`src/rtl/vme_cmd_pkg.sv`:
```
// vme_cmd_pkg: FSM states and command-word constants shared by the VME command sequencer.
package vme_cmd_pkg;
    typedef enum logic [1:0] {IDLE, ISSUE, WAIT, DONE} state_e;
    localparam logic [31:0] CMD_MASK     = 32'h00A80000;
    localparam int          RD_BIT       = 25;
    localparam int          WR_BIT       = 24;
    localparam logic [15:0] TIMEOUT_DATA = 16'hDEAD;
endpackage

```
`src/rtl/vme_cmd_sequencer_arb.sv`:
```
// rr_arbiter: combinational round-robin pick; priority starts at ptr_i and wraps.
module rr_arbiter #(
    parameter int NREQ = 4,
    parameter int IW   = $clog2(NREQ)
) (
    input  logic [NREQ-1:0] req_i,
    input  logic [IW-1:0]   ptr_i,
    output logic [NREQ-1:0] gnt_o,
    output logic [IW-1:0]   idx_o,
    output logic            valid_o
);
    always_comb begin
        idx_o   = '0;
        valid_o = 1'b0;
        // Walk from lowest priority up so the closest requester after ptr_i wins.
        for (int k = NREQ - 1; k >= 0; k--) begin
            if (req_i[(int'(ptr_i) + k) % NREQ]) begin
                idx_o   = IW'((int'(ptr_i) + k) % NREQ);
                valid_o = 1'b1;
            end
        end
        gnt_o = valid_o ? NREQ'(1) << idx_o : '0;
    end
endmodule

```
`src/rtl/vme_cmd_sequencer.sv`:
```
// vme_cmd_sequencer: shares one VME command/data port among NREQ requesters, one transaction at a time.
// Define VME_CMD_TIMEOUT_EN to abort WAIT after TIMEOUT cycles with err=1 and rdata=16'hDEAD.
module vme_cmd_sequencer
    import vme_cmd_pkg::*;
#(
    parameter int NREQ    = 4,
    parameter int TIMEOUT = 1023
) (
    input  logic                 clk,
    input  logic                 rst,
    input  logic [NREQ-1:0]      req,
    input  logic [NREQ-1:0]      req_rd,
    input  logic [16*NREQ-1:0]   req_addr,
    input  logic [16*NREQ-1:0]   req_wdata,
    output logic [NREQ-1:0]      ack,
    output logic                 err,
    output logic [15:0]          rdata,
    output logic                 busy,
    output logic                 start,
    output logic [31:0]          vme_cmd_reg,
    output logic [31:0]          vme_dat_reg_in,
    input  logic                 vme_cmd_rd,
    input  logic                 vme_dat_wr,
    input  logic [31:0]          vme_dat_reg_out
);
    localparam int IW = $clog2(NREQ);

    state_e          state_q, state_d;
    logic [IW-1:0]   ptr_q, ptr_d, win_q, win_d, gnt_idx;
    logic [NREQ-1:0] gnt;
    logic            gnt_vld, rd_q, rd_d, err_q, err_d, tmo;
    logic [15:0]     addr_q, addr_d, wdata_q, wdata_d, rdata_q, rdata_d;

    rr_arbiter #(.NREQ(NREQ), .IW(IW)) u_arb (
        .req_i   (req),
        .ptr_i   (ptr_q),
        .gnt_o   (gnt),
        .idx_o   (gnt_idx),
        .valid_o (gnt_vld)
    );

`ifdef VME_CMD_TIMEOUT_EN
    logic [10:0] cnt_q;
    always_ff @(posedge clk or posedge rst)
        if (rst) cnt_q <= '0;
        else     cnt_q <= state_q == WAIT ? cnt_q + 11'd1 : '0;
    assign tmo = state_q == WAIT && cnt_q == 11'(TIMEOUT - 1);
`else
    assign tmo = 1'b0;
`endif

    always_comb begin
        state_d = state_q;
        ptr_d   = ptr_q;
        win_d   = win_q;
        rd_d    = rd_q;
        addr_d  = addr_q;
        wdata_d = wdata_q;
        rdata_d = rdata_q;
        err_d   = err_q;
        start   = 1'b0;
        case (state_q)
            IDLE: if (gnt_vld) begin
                win_d   = gnt_idx;
                rd_d    = req_rd[gnt_idx];
                addr_d  = req_addr[{gnt_idx, 4'b0} +: 16];
                wdata_d = req_wdata[{gnt_idx, 4'b0} +: 16];
                err_d   = 1'b0;
                state_d = ISSUE;
            end
            ISSUE: if (vme_cmd_rd) begin
                start   = 1'b1;
                state_d = WAIT;
            end
            WAIT: if (vme_dat_wr) begin
                rdata_d = rd_q ? vme_dat_reg_out[15:0] : rdata_q;
                state_d = DONE;
            end else if (tmo) begin
                rdata_d = TIMEOUT_DATA;
                err_d   = 1'b1;
                state_d = DONE;
            end
            default: begin
                ptr_d   = win_q == IW'(NREQ - 1) ? '0 : win_q + 1'b1;
                state_d = IDLE;
            end
        endcase
    end

    always_ff @(posedge clk or posedge rst)
        if (rst) begin
            state_q <= IDLE;
            ptr_q   <= '0;
            win_q   <= '0;
            rd_q    <= 1'b0;
            addr_q  <= '0;
            wdata_q <= '0;
            rdata_q <= '0;
            err_q   <= 1'b0;
        end else begin
            state_q <= state_d;
            ptr_q   <= ptr_d;
            win_q   <= win_d;
            rd_q    <= rd_d;
            addr_q  <= addr_d;
            wdata_q <= wdata_d;
            rdata_q <= rdata_d;
            err_q   <= err_d;
        end

    assign ack            = state_q == DONE ? NREQ'(1) << win_q : '0;
    assign err            = state_q == DONE && err_q;
    assign rdata          = rdata_q;
    assign busy           = state_q != IDLE;
    assign vme_cmd_reg    = start ? CMD_MASK | (32'(rd_q) << RD_BIT) | (32'(!rd_q) << WR_BIT) | 32'(addr_q)
                                  : CMD_MASK;
    assign vme_dat_reg_in = start && !rd_q ? {16'h0000, wdata_q} : '0;
endmodule
```
`config.mk`:
```
export PLATFORM = sky130hd
export DESIGN_NAME = vme_cmd_sequencer
export DESIGN_NICKNAME = d
export VERILOG_FILES = /design/src/rtl/vme_cmd_pkg.sv /design/src/rtl/vme_cmd_sequencer_arb.sv /design/src/rtl/vme_cmd_sequencer.sv
export SDC_FILE = /design/constraint.sdc
export NUM_CORES = 1
export LEC_CHECK = 0
export CAP_MARGIN = 20
export CORE_UTILIZATION = 35
export CTS_CLUSTER_DIAMETER = 100
export DETAILED_ROUTE_END_ITERATION = 16
export PLACE_DENSITY_LB_ADDON = 0.2
export RECOVER_POWER = 25
export SLEW_MARGIN = 40
export SYNTH_ARGS = -nofsm -noshare
export SYNTH_HDL_FRONTEND = slang
export SYNTH_SLANG_ARGS = --single-unit
```
`constraint.sdc`:
```
create_clock -name clk -period 2.1 [get_ports clk]
set_clock_uncertainty 0.15 [all_clocks]
set_input_delay 0.21 -clock clk [delete_from_list [all_inputs] [get_ports clk]]
set_output_delay 0.21 -clock clk [all_outputs]
set_load 0.1 [all_outputs]
```
==> summary.md <==
| Metric | Value |
|---|---|
| Status | `finished with violations` |
| Failing checks | `negative setup slack` |
| Initial antenna violation count | `0` |
| Syn Inst Count | `345` |
| 1st-iter DRT viols | `between 80 and 90` |
| Final period util | `1.009` |
| Synthesized flop and latch total | `55` |
| Max VDD drop | `~1.5 mV` |
| Crit Path Max Fanout | `17` |
| TritonCTS clock tree | `built` |
| Dpl ws | `-0.2013 ns` |
| Avg Inst Size Synth | `a little over 10 um^2` |
| Core footprint | `approximately 10000 um^2` |
| Clock root cell | `clkbuf_8` |
| Count of different cell masters after synthesis | `31` |
| Vias in the first global route | `3,504` |
| RSZ-0062 raised after global routing | `true` |
| Gr usage total | `0.2154` |
| Startpoint types | `register` |
| Die area | `between 10,000 and 15,000 um^2` |
| Crit path largest cell delay | `roughly 0.42 ns` |
| Sequential share of power | `0.219` |
| Pwr dens | `~1400 nW/um^2` |
| Clk pwr share | `0.087` |
| R2R Path End | `wdata_q[1]` |
| CP Cell Sequence | `inv_2 -> ha_4 -> and2_4 -> nor2b_4 -> buf_12 -> and2_4 -> buf_12` |
| Hold_buf cts | `0` |
| Worst endpoint required time | `~1.7 ns` |
| DRT antenna net count | `0` |
| Fmax | `471.9 MHz` |
| Sw Share | `0.5265` |
| Worst-Skew Late Latency | `0.31 ns` |
| Global-route wire length before repair | `around 17 mm` |
| Largest net degree at the start of global routing | `56` |
| Worst R2R Start | `state_q[0]` |
| Initial Utilization | `0.3631` |
| Crit path kind | `register to output pin` |
| Synth area leaders | `dfrtp_1 (39%), mux2i_1 (19%), o221ai_1 (8.1%)` |
| Tmin final | `2.119 ns` |
| DR vias | `approximately 3,400` |
| Final hold violations | `0` |
| Yosys Warn Count | `0` |
| Fin. max-slew vios | `0` |
| Cell count after placement | `~700` |
| Final worst slack | `-0.01892 ns` |
| Max-cap violations | `0` |
| Clock buffer count from CTS | `5` |
| Final-stage net count | `740` |
| Power Internal | `about 4100 uW` |
| Clock sinks | `55` |
| Final setup vio count | `15` |
| Clock Path Buffers | `2` |
| Reg2reg path depth | `7` |
| DRC viols | `0` |
| Share of the yosys chip area belonging to registers | `0.3860` |
| CP Capture Type | `output pin` |
| Leakage power | `between 0.003 and 0.004 uW` |
| N_diodes | `0` |
| CTS H-tree depth | `2` |
| First-pass iteration count of the detailed router | `6` |
| RePlAce Congestion | `about 0.74` |
| Leading area contributor after synthesis | `dfrtp_1` |
| FILL cells | `between 700 and 800` |
| Final wirelength | `~12 mm` |
| Synthesized area | `between 3000 and 4000 um^2` |
| # rows | `36` |
| Remaining global-route overflow | `0` |
| Min-delay worst type | `register to register` |
| Worst setup endpoint | `vme_dat_reg_in[5]` |
| Slew margin rel. | `0.05069` |
| Yosys top cell area share | `0.3860` |
| I/O pin cnt | `~260` |
| Comb pwr share | `0.694` |
| Fraction of layout cells with a size suffix above 1 | `0.2250` |
| Finished Layout Cells | `693` |
| Vias/cell | `between 4 and 5` |
| R2R setup slack | `0.11 ns` |
| Area Growth Syn to Fin | `77.89%` |
| Final core utilization | `0.6460` |
| Die X | `102.9 um` |
| CP arrival | `~1.8 ns` |
| P_sw | `between 4000 and 5000 uW` |
| Die height | `between 100 and 150 um` |
| Fin Setup TNS | `-0.1043 ns` |
| CTS clk-pin slew, worst paths | `around 0.10 ns` |
| # port buffers | `around 210` |
| Worst-margin pin slew | `1.424 ns` |
| Hpwl dp | `about 9 mm` |
| Avg WL per Cell | `16.62 um` |
| Worst Setup SP | `state_q[1]` |
| Max stage delay cell, worst path | `dfrtp_1` |
[timing repair]
action	in CTS	in global routing
gates cloned	0	0
gates resized for setup	5	3
setup endpoints to repair	16	21
pin swaps	2	2
buffers inserted	3	1
[critical path: cells and delay by family (launching register included)]
family / cells / cell delay (ns)
AND/OR/NAND/NOR: 3 / 0.49
buffers and inverters: 3 / 0.41
flip-flops: 1 / 0.42
adder cells (fa/ha/maj): 1 / 0.13
[worst min-delay path by stage]
stage                            start          end  slack [ns]  depth (start not counted)
finish                      addr_q[12]   addr_q[12]        0.34                          2
global route        vme_dat_reg_out[5]     rdata[5]        0.34                          2
CTS                                rst     rdata[6]        0.12                          3
detailed placement          wdata_q[5]   wdata_q[5]        0.32                          2
global placement           wdata_q[15]  wdata_q[15]        0.31                          2
floorplan           vme_dat_reg_out[0]     rdata[0]        0.21                          1
[placed cells by master (no fill, tap or decap)]
cell	synthesis	final
and2_4	0	17
inv_2	2	3
conb_1	2	31
o221ai_1	33	33
clkinv_1	0	1
o22ai_4	0	1
and2_1	21	4
nor4_1	1	1
bufinv_16	0	1
nor2b_1	4	3
nor2_1	2	2
clkdlybuf4s50_1	0	155
o21ai_0	5	5
nand2b_1	2	2
nor2b_4	0	1
nand2_1	39	39
clkinv_2	0	1
a221oi_1	1	1
dfrtp_1	55	54
ha_4	0	1
ha_1	9	8
mux2i_1	66	66
clkbuf_8	0	6
nor3_1	1	1
a221oi_2	1	1
a21oi_1	1	1
buf_4	37	32
a2bb2o_1	1	1
dfrtp_2	0	1
o32a_1	1	1
clkbuf_2	1	1
mux2_2	16	16
inv_1	8	6
buf_12	0	44
nand3_1	1	1
and3_1	17	17
or2_1	1	1
[through the flow]
stage	total power (uW)	cell area (um^2)	hold slack [ns]
after detailed placement	7864	6201	0.3169
after CTS	8677	6347	0.1182
final	8645	6344	0.3442
after global placement	7722	6201	0.3138
after global routing	9106	6344	0.3429
after floorplan	6137	3750	0.2106
[cells by family (layout without fill, tap and decap cells)]
group	Yosys count	in the layout	share of synthesized area
flip-flops	55	55	0.3860
adder cells (fa/ha/maj)	9	9	0.03158
AO/OA/AOI/OAI	44	44	0.1053
AND/OR/NAND/NOR	89	89	0.1267
multiplexers	82	82	0.2358
other	2	31	0.002106
buffers and inverters	64	250	0.1126
[flip-flops by register name, summed over array words and instances, names as in the netlist]
name,cells
addr_q,16
rdata,16
wdata_q,16
ptr_q,2
state_q,2
win_q,2
rd_q,1
[cell type report]
cell class | instances | area [um^2] | share of cell area
well taps | 133 | 166.4 | 0.02623
inverters | 10 | 37.54 | 0.005917
clock buffers | 6 | 82.58 | 0.01302
clock inverters | 2 | 35.03 | 0.005523
flip-flops and latches | 55 | 1378 | 0.2172
multi-input cells | 255 | 1967 | 0.3101
repair buffers | 232 | 2678 | 0.4221
[cells in the mapped netlist]
cell and instances:
mux2i_1 66, dfrtp_1 55, nand2_1 39, buf_4 37, o221ai_1 33, and2_1 21, and3_1 17, mux2_2 16
ha_1 9, clkbuf_1 8, inv_1 8, buf_2 5, o21ai_0 5, nor2b_1 4, buf_6 2, conb_1 2
inv_2 2, nand2b_1 2, nor2_1 2, a21oi_1 1, a221oi_1 1, a221oi_2 1, a2bb2o_1 1, buf_1 1
clkbuf_2 1, nand3_1 1, nor3_1 1, nor4_1 1, o22ai_2 1, o32a_1 1, or2_1 1
[power groups by stage]
stage | sequential [uW] | combinational [uW] | clock, uW
after floorplan | 2960 | 3170 | 0
after global placement | 1880 | 5840 | 0
after detailed placement | 1920 | 5950 | 0
after CTS | 1890 | 6020 | 771
after global routing | 1960 | 6330 | 816
final | 1900 | 6000 | 749
[layer usage]
metal / vias to the layer above / part of all wire / global-route usage
met3: 21 / 0.083 / 0.05966
li1: 1594 / - / -
met5: - / 0 / 0
met1: 1659 / 0.36 / 0.2320
met2: 165 / 0.53 / 0.3990
met4: 0 / 0.032 / 0.08234
(Power assumes the default switching activity.)
